===== src/rtl/seq_datapath.sv =====
// Register-file datapath with a built-in micro-sequencer: one accepted command runs a full
// read Rn / read Rm / execute / write Rd operation and ends with a one-cycle done pulse.
module seq_datapath #(
  parameter int unsigned WIDTH = 16,
  parameter int unsigned NREGS = 8,
  localparam int unsigned RW = $clog2(NREGS)
) (
  input  logic             clk,
  input  logic             reset,
  input  logic             cmd_valid,
  output logic             cmd_ready,
  input  logic [1:0]       cmd_mode,
  input  logic [1:0]       cmd_aluop,
  input  logic [1:0]       cmd_shift,
  input  logic [RW-1:0]    cmd_rd,
  input  logic [RW-1:0]    cmd_rn,
  input  logic [RW-1:0]    cmd_rm,
  input  logic [WIDTH-1:0] cmd_imm,
  output logic             done,
  output logic [WIDTH-1:0] datapath_out,
  output logic             Z_out,
  output logic             N_out,
  output logic             V_out,
  input  logic [RW-1:0]    dbg_readnum,
  output logic [WIDTH-1:0] dbg_data
);

  localparam logic [1:0] ModeAlu  = 2'b00;
  localparam logic [1:0] ModeMovi = 2'b01;
  localparam logic [1:0] ModeMovr = 2'b10;
  localparam logic [1:0] ModeCmp  = 2'b11;

  localparam logic [1:0] OpAdd = 2'b00;
  localparam logic [1:0] OpSub = 2'b01;
  localparam logic [1:0] OpAnd = 2'b10;
  localparam logic [1:0] OpMvn = 2'b11;

  typedef enum logic [2:0] {StIdle, StLoadA, StLoadB, StExec, StWrite, StWimm} state_e;

  state_e           state_q, state_d;
  logic             done_q, done_d;
  logic             accept;

  logic [1:0]       mode_q, aluop_q, shift_q;
  logic [RW-1:0]    rd_q, rn_q, rm_q;
  logic [WIDTH-1:0] imm_q;

  logic [WIDTH-1:0] regs_q [NREGS];
  logic [WIDTH-1:0] a_q, b_q, c_q;
  logic             z_q, n_q, v_q;

  logic [WIDTH-1:0] b_sh, op_a, alu_res;
  logic [1:0]       op;
  logic             alu_v;

  // Sequencer
  always_comb begin
    state_d   = state_q;
    done_d    = 1'b0;
    cmd_ready = (state_q == StIdle);
    accept    = cmd_valid && cmd_ready;
    case (state_q)
      StIdle: begin
        if (accept) begin
          unique case (cmd_mode)
            ModeAlu, ModeCmp: state_d = StLoadA;
            ModeMovr:         state_d = StLoadB;
            ModeMovi:         state_d = StWimm;
          endcase
        end
      end
      StLoadA: state_d = StLoadB;
      StLoadB: state_d = StExec;
      StExec: begin
        if (mode_q == ModeCmp) begin
          state_d = StIdle;
          done_d  = 1'b1;
        end else begin
          state_d = StWrite;
        end
      end
      StWrite, StWimm: begin
        state_d = StIdle;
        done_d  = 1'b1;
      end
      default: state_d = StIdle;
    endcase
  end

  // Shifter and ALU; MOVR forces A to zero and ADD, CMP forces SUB
  always_comb begin
    b_sh    = b_q;
    op_a    = (mode_q == ModeMovr) ? '0 : a_q;
    op      = aluop_q;
    alu_res = '0;
    alu_v   = 1'b0;
    unique case (shift_q)
      2'b00: b_sh = b_q;
      2'b01: b_sh = {b_q[WIDTH-2:0], 1'b0};
      2'b10: b_sh = {1'b0, b_q[WIDTH-1:1]};
      2'b11: b_sh = {b_q[WIDTH-1], b_q[WIDTH-1:1]};
    endcase
    if (mode_q == ModeCmp) begin
      op = OpSub;
    end else if (mode_q == ModeMovr) begin
      op = OpAdd;
    end
    unique case (op)
      OpAdd: begin
        alu_res = op_a + b_sh;
        alu_v   = (op_a[WIDTH-1] == b_sh[WIDTH-1]) && (alu_res[WIDTH-1] != op_a[WIDTH-1]);
      end
      OpSub: begin
        alu_res = op_a - b_sh;
        alu_v   = (op_a[WIDTH-1] != b_sh[WIDTH-1]) && (alu_res[WIDTH-1] != op_a[WIDTH-1]);
      end
      OpAnd: alu_res = op_a & b_sh;
      OpMvn: alu_res = ~b_sh;
    endcase
  end

  always_ff @(posedge clk) begin
    if (reset) begin
      state_q <= StIdle;
      done_q  <= 1'b0;
      mode_q  <= '0;
      aluop_q <= '0;
      shift_q <= '0;
      rd_q    <= '0;
      rn_q    <= '0;
      rm_q    <= '0;
      imm_q   <= '0;
      a_q     <= '0;
      b_q     <= '0;
      c_q     <= '0;
      z_q     <= 1'b0;
      n_q     <= 1'b0;
      v_q     <= 1'b0;
      for (int unsigned i = 0; i < NREGS; i++) begin
        regs_q[i] <= '0;
      end
    end else begin
      state_q <= state_d;
      done_q  <= done_d;
      if (accept) begin
        mode_q  <= cmd_mode;
        aluop_q <= cmd_aluop;
        shift_q <= cmd_shift;
        rd_q    <= cmd_rd;
        rn_q    <= cmd_rn;
        rm_q    <= cmd_rm;
        imm_q   <= cmd_imm;
      end
      case (state_q)
        StLoadA: a_q <= regs_q[rn_q];
        StLoadB: b_q <= regs_q[rm_q];
        StExec: begin
          c_q <= alu_res;
          if (mode_q == ModeAlu || mode_q == ModeCmp) begin
            z_q <= (alu_res == '0);
            n_q <= alu_res[WIDTH-1];
            v_q <= alu_v;
          end
        end
        StWrite: regs_q[rd_q] <= c_q;
        StWimm:  regs_q[rd_q] <= imm_q;
        default: ;
      endcase
    end
  end

  assign done         = done_q;
  assign datapath_out = c_q;
  assign Z_out        = z_q;
  assign N_out        = n_q;
  assign V_out        = v_q;
  assign dbg_data     = regs_q[dbg_readnum];

endmodule


===== config.mk =====
export PLATFORM = sky130hd
export DESIGN_NAME = seq_datapath
export DESIGN_NICKNAME = d
export VERILOG_FILES = /design/src/rtl/seq_datapath.sv
export SDC_FILE = /design/constraint.sdc
export NUM_CORES = 1
export LEC_CHECK = 0
export ABC_AREA = 1
export CAP_MARGIN = 40
export CORE_MARGIN = 2
export CORE_UTILIZATION = 25
export CTS_BUF_LIST = sky130_fd_sc_hd__clkbuf_8
export DETAILED_ROUTE_END_ITERATION = 10
export PLACE_DENSITY_LB_ADDON = 0.3
export SYNTH_ARGS = -nofsm -noshare
export SYNTH_HDL_FRONTEND = slang
export SYNTH_SLANG_ARGS = --single-unit

===== constraint.sdc =====
create_clock -name clk -period 5.95 [get_ports clk]
set_input_delay 0.595 -clock clk [delete_from_list [all_inputs] [get_ports clk]]
set_output_delay 0.595 -clock clk [all_outputs]
set_load 0.02 [all_outputs]

==> Word-level counts from Yosys, hierarchy flattened <==
Memory sizes are Yosys's and may differ from the RTL's. A register that Yosys moved wholly into a read port is not among the register bits.
Index checks and enable logic that the tools add are counted.
{ "classes": {"bitwise_logic": 3, "n_eq_ne": 21, "n_reduce_logical": 14, "addsub": 2, "muxes": 24} }
{ "ops": {"columns": ["cell", "count"], "rows": [
  ["case mux 16 bit (4 select lines)", 2],
  ["2-to-1 mux 16 bit", 3],
  ["adder 16 bit", 1],
  ["AND 16 bit", 1],
  ["== test 2 bit (second input constant)", 8],
  ["zero test 16 bit", 1],
  ["inverter 16 bit", 1],
  ["OR reduction 16 bit", 1],
  ["subtractor 16 bit", 1],
  ["case mux 3 bit (4 select lines)", 1],
  ["2-to-1 mux 1 bit", 10],
  ["2-to-1 mux 3 bit", 3],
  ["case mux 3 bit (3 select lines)", 1],
  ["zero test 2 bit", 4],
  ["== test 2 x 1 -> 1 bit (second input constant)", 3],
  ["== test 3 x 2 -> 1 bit (second input constant)", 2],
  ["== test 3 bit (second input constant)", 2],
  ["2-to-1 mux 2 bit", 2],
  ["case mux 1 bit (2 select lines)", 2],
  ["OR reduction 2 bit", 2],
  ["== test 3 x 1 -> 1 bit (second input constant)", 1],
  ["logical AND 1 bit", 3],
  ["zero test 3 bit", 1],
  ["inequality test 1 bit", 3],
  ["5 further kinds", 5]
]} }
{ "word_totals": {"register_bits": 54, "out_inout_bits": 37, "word_cells": 78, "mem_bits_rw": 128, "in_bits": 37, "n_memories": 1} }
{ "mem_list": {"columns": ["name", "depth", "word_bits", "rd", "rd_ports_with_merged_regs", "wr", "line_no", "source"], "rows": [
  ["regs_q", 8, 16, 3, 2, 8, "48", "logic [WIDTH-1:0] regs_q [NREGS];"]
]} }

==> Logic depth before layout (Yosys ltp) <==
{ "logic_depth": {"ltp_word": 7, "depth_mapped": 25, "ltp_nobuf": 23} }

==> Worst setup path before layout <==
No wires, ideal clock.
{ "synth_timing": {"kind": "reg2reg", "startpoint": "register mode_q[0]", "endpoint": "register z_q (netlist: Z_out)", "n_path_buf": 0, "slack_ns": 3.274, "arrival_ns": 2.611, "path_stages_with_launch": 20, "t_required_ns": 5.885, "setup_ns": 0.065, "cell_sequence": "dfxtp_1 inv_1 ha_1 inv_2 nand2_1 ha_1 fa_1 o21ai_0 nand3b_1 nand2_1 nand2_1 nand2_1 nand2_1 nand3_1 nand3b_1 nor2_1 nand2_1 nor2_1 nor2_1 nor2_1"} }
{ "synth_via": {"elab_chain_len": 6} }
{ "synth_rtl": {"columns": ["item", "line_no", "source"], "rows": [
  ["from (decl)", "44", "logic [1:0] mode_q, aluop_q, shift_q;"],
  ["from (signal assigned)", "146", "mode_q <= cmd_mode;"],
  ["parallel branches: the longest is 6 deep, another holds subtractor 16 bit", null, null],
  ["to (signal assigned)", "160", "z_q <= (alu_res == '0);"],
  ["to (decl)", "50", "logic z_q, n_q, v_q;"]
]} }
Parallel ways; which one is timed is not known.
A chain may end at the register's enable or synchronous reset.

==> Final worst setup path <==
{ "layout_timing": {"startpoint": "input port dbg_readnum[1]", "endpoint": "output port dbg_data[4]"} }
{ "layout_via": {"elab_chain_len": 1} }
{ "layout_rtl": {"columns": ["item", "line_no", "source"], "rows": [
  ["from (decl)", "24", "input logic [RW-1:0] dbg_readnum,"],
  ["memory (8 x 16 bit)", null, null],
  ["to (decl)", "25", "output logic [WIDTH-1:0] dbg_data"]
]} }
Every way passes these cells.

==> impl_metrics.toml <==
[clock_network]
clock-root-buffer = "clkbuf_8"
clock_latency_ns = 0.55
numClockSinks = 214
post_cts.resized_instances = 0
clk_pin_slew_worst_paths_ns = 0.05
clockBufferDepth = 3
cts_setup_buffers = 0
cts_tree = "done"
htreeDepth = 2
cts_inserted_buffers = 39
ctsHoldBuffers = 0

[power_and_ir_drop]
p_leak_nw = 6.14
p_per_area_nw_per_um2 = 293
peakVddDrop_v = 0.000172
p_total_w = 0.00462

[die]
fp.dieH_um = 238
chipWidth_um = 238
start_util = 0.254
boundaryPins = 74
coreArea_um2 = 54000
die_area_um2 = 56800
rows = 85

[synth]
mappedNetlistArea_um2 = 13700
synth_cells = 1914
ys_ff_latch = 214
synth-main-ff-cell = "edfxtp_1"
synth_edf_count = 128
synth_warnings = 0
syn-num-nets = 1987
yosysUniqueCellTypes = 49
avgSynthCellArea_um2 = 7.17
postSynth.asyncResetShare = 0
seq_area_frac_synth = 0.405

[setup_path]
crit_fanout = 34
crit_buf_inv = 3
path_common_cell = "o21ai_0"
crit_path_start_kind = "primary input"
cp_data_arrival_time_ns = 3.36
worstSetupPathType = "primary input to output pin"
r2r_end = "Z_out$_SDFFE_PP0P_"
crit_family = "buffers and inverters"
crit_path_start = "dbg_readnum[1]"
cp-end-kind = "output pin"
r2r_cells = 19
crit_path_end = "dbg_data[4]"
reg2reg_from = "mode_q[1]$_SDFFE_PP0P_"
crit_cells = 7
slowest_delay_ns = 0.70
required_ns = 5.36
ff2ff_setup_slack_ns = 2.37
slowest_stage = "clkdlybuf4s50_1"
crit_chain = "buf_2, buf_4, o21ai_0, o21ai_0, nor2_1, a31oi_1, clkdlybuf4s50_1"

[grt]
grt_pass1_wl_um = 76700
grt_overflow = 0
grt_max_degree = 75
grt_usage = 0.174
grt_pass1_vias = 12776
antenna_found_initial = 0

[routing]
ant_nets = 0
dr.pass1.iters = 6
drt_wl_total_um = 50700
drc = 0
vias_per_cell = 5.09
via_count = 13547
drt_iter0_drc = 1473
post_drt_wl_per_cell_um = 19.0

[cells_and_area]
num_antenna_cells = 0
drive_above_1_share = 0.0615
syn_to_final_growth_pct = 14.9
instances_no_fill = 2663
final_core_util = 0.292
fin_nets = 2010

[hold_path]
min_path_type = "flip-flop to flip-flop"
holdPathStages = 2

[sta]
slew_viol_final = 0
relSlewSlack = 0.371
fmax_mhz = 253
fin_skew_ns = 0.0260
period_share = 0.665
hold_viol = 0
worst_pin_slew_ns = 0.937
post-route-min-period_ns = 3.95
tns_ns = 0
rsz0062_at_grt = "no"
finalSetupViolations = 0

[place]
io_buffers = 73
routabilityCongestion = 0.909
dp_hpwl_um = 37500
post-place-cells = 2591

[flow_run]
drv_cap = 0

[run_status]
status = "completed"
cell families (layout without fill, tap and decap cells):
logic type	after synthesis	after routing	share of synthesized area
flip-flops	214	214	0.405
multiplexers	4	4	0.00292
AO/OA/AOI/OAI	554	554	0.226
XOR/XNOR	6	6	0.00383
adder cells (fa/ha/maj)	36	36	0.0339
buffers and inverters	336	389	0.0979
AND/OR/NAND/NOR	764	764	0.230
area by class of cell:
type | instances | area (µm²)
fill | 5898 | 38200
multi-input combinational | 1364 | 6820
sequential | 214 | 5570
timing repair buffer | 101 | 953
tap | 696 | 871
inverter | 217 | 817
clock buffer | 40 | 551
clock inverter | 31 | 193
how the worst min path moves through the flow:
stage,from,endpoint
after global placement,rm_q[2]$_SDFFE_PP0P_,rm_q[2]$_SDFFE_PP0P_
after global routing,rm_q[2]$_SDFFE_PP0P_,rm_q[2]$_SDFFE_PP0P_
after detailed placement,rm_q[2]$_SDFFE_PP0P_,rm_q[2]$_SDFFE_PP0P_
final,rm_q[2]$_SDFFE_PP0P_,rm_q[2]$_SDFFE_PP0P_
after floorplan,imm_q[15]$_SDFFE_PP0P_,imm_q[15]$_SDFFE_PP0P_
after CTS,rm_q[2]$_SDFFE_PP0P_,rm_q[2]$_SDFFE_PP0P_
routing by layer:
metal / up-vias / routed length [µm] / global-route usage
li1: 6508 / - / -
met1: 6348 / 21200 / 0.224
met2: 594 / 24000 / 0.296
met3: 97 / 3740 / 0.0257
met4: 0 / 1800 / 0.0631
met5: - / 0 / 0
synthesized netlist by cell type (6+ instances only):
| library cell | instances | share of area |
|---|---|---|
| nor2_1 | 279 | 0.076 |
| a21oi_1 | 187 | 0.068 |
| buf_6 | 7 | 0.0057 |
| o211ai_1 | 87 | 0.048 |
| o21ai_0 | 228 | 0.083 |
| xor2_1 | 6 | 0.0038 |
| inv_1 | 203 | 0.056 |
| dfxtp_1 | 86 | 0.13 |
| o21ai_1 | 10 | 0.0036 |
| nand4_1 | 7 | 0.0032 |
| edfxtp_1 | 128 | 0.28 |
| nand3_1 | 125 | 0.046 |
| a31oi_1 | 16 | 0.0073 |
| buf_2 | 7 | 0.0026 |
| ha_1 | 34 | 0.031 |
| inv_2 | 9 | 0.0025 |
| buf_1 | 9 | 0.0025 |
| clkbuf_1 | 91 | 0.025 |
| nand2_1 | 329 | 0.090 |
where the power goes:
group	internal (W)	switching, W	leakage (nW)
clock	0.000718	0.000640	0.440
combinational	0.000457	0.00106	3.67
sequential	0.00165	0.0000878	2.03
layout by cell type (no fill, tap or decap), types with 4 or more instances in the layout:
cell             count
nand2_1            328
nor2_1             279
o21ai_0            228
inv_1              220
a21oi_1            187
edfxtp_1           128
nand3_1            125
o211ai_1            87
dfxtp_1             82
clkdlybuf4s50_1     70
clkbuf_8            40
ha_1                34
buf_4               25
a31oi_1             16
o21ai_1             10
inv_2                9
clkinv_1             7
nand4_1              7
xor2_1               6
o221ai_1             5
clkinv_2             5
nor2_4               4
nor2_2               4
a21oi_2              4
mux2i_1              4
nor3_1               4
a211oi_1             4
worst min-delay path: stages, from the launching register on:
cell	delay, ns
dfxtp_1	0.29
inv_1	0.06
a21oi_1	0.06
sequential cells by signal, indices dropped and copies added (netlist names), 3 cells and up:
| signal | flops |
|---|---|
| rm_q | 3 |
| rn_q | 3 |
| regs_q | 128 |
| datapath_out | 16 |
| rd_q | 3 |
| b_q | 16 |
| a_q | 16 |
| state_q | 3 |
| imm_q | 16 |
stage by stage:
| stage | hold WS [ns] | worst slack (ns) | instance area (µm²) |
|---|---|---|---|
| after floorplan | 0.430 | 3.27 | 13700 |
| after global placement | 0.448 | 1.94 | 14900 |
| after detailed placement | 0.450 | 1.83 | 15000 |
| after CTS | 0.458 | 2.09 | 15800 |
| after global routing | 0.481 | 1.94 | 15800 |
| final | 0.455 | 2.00 | 15800 |
No activity file was read; power rests on OpenSTA's default activity.
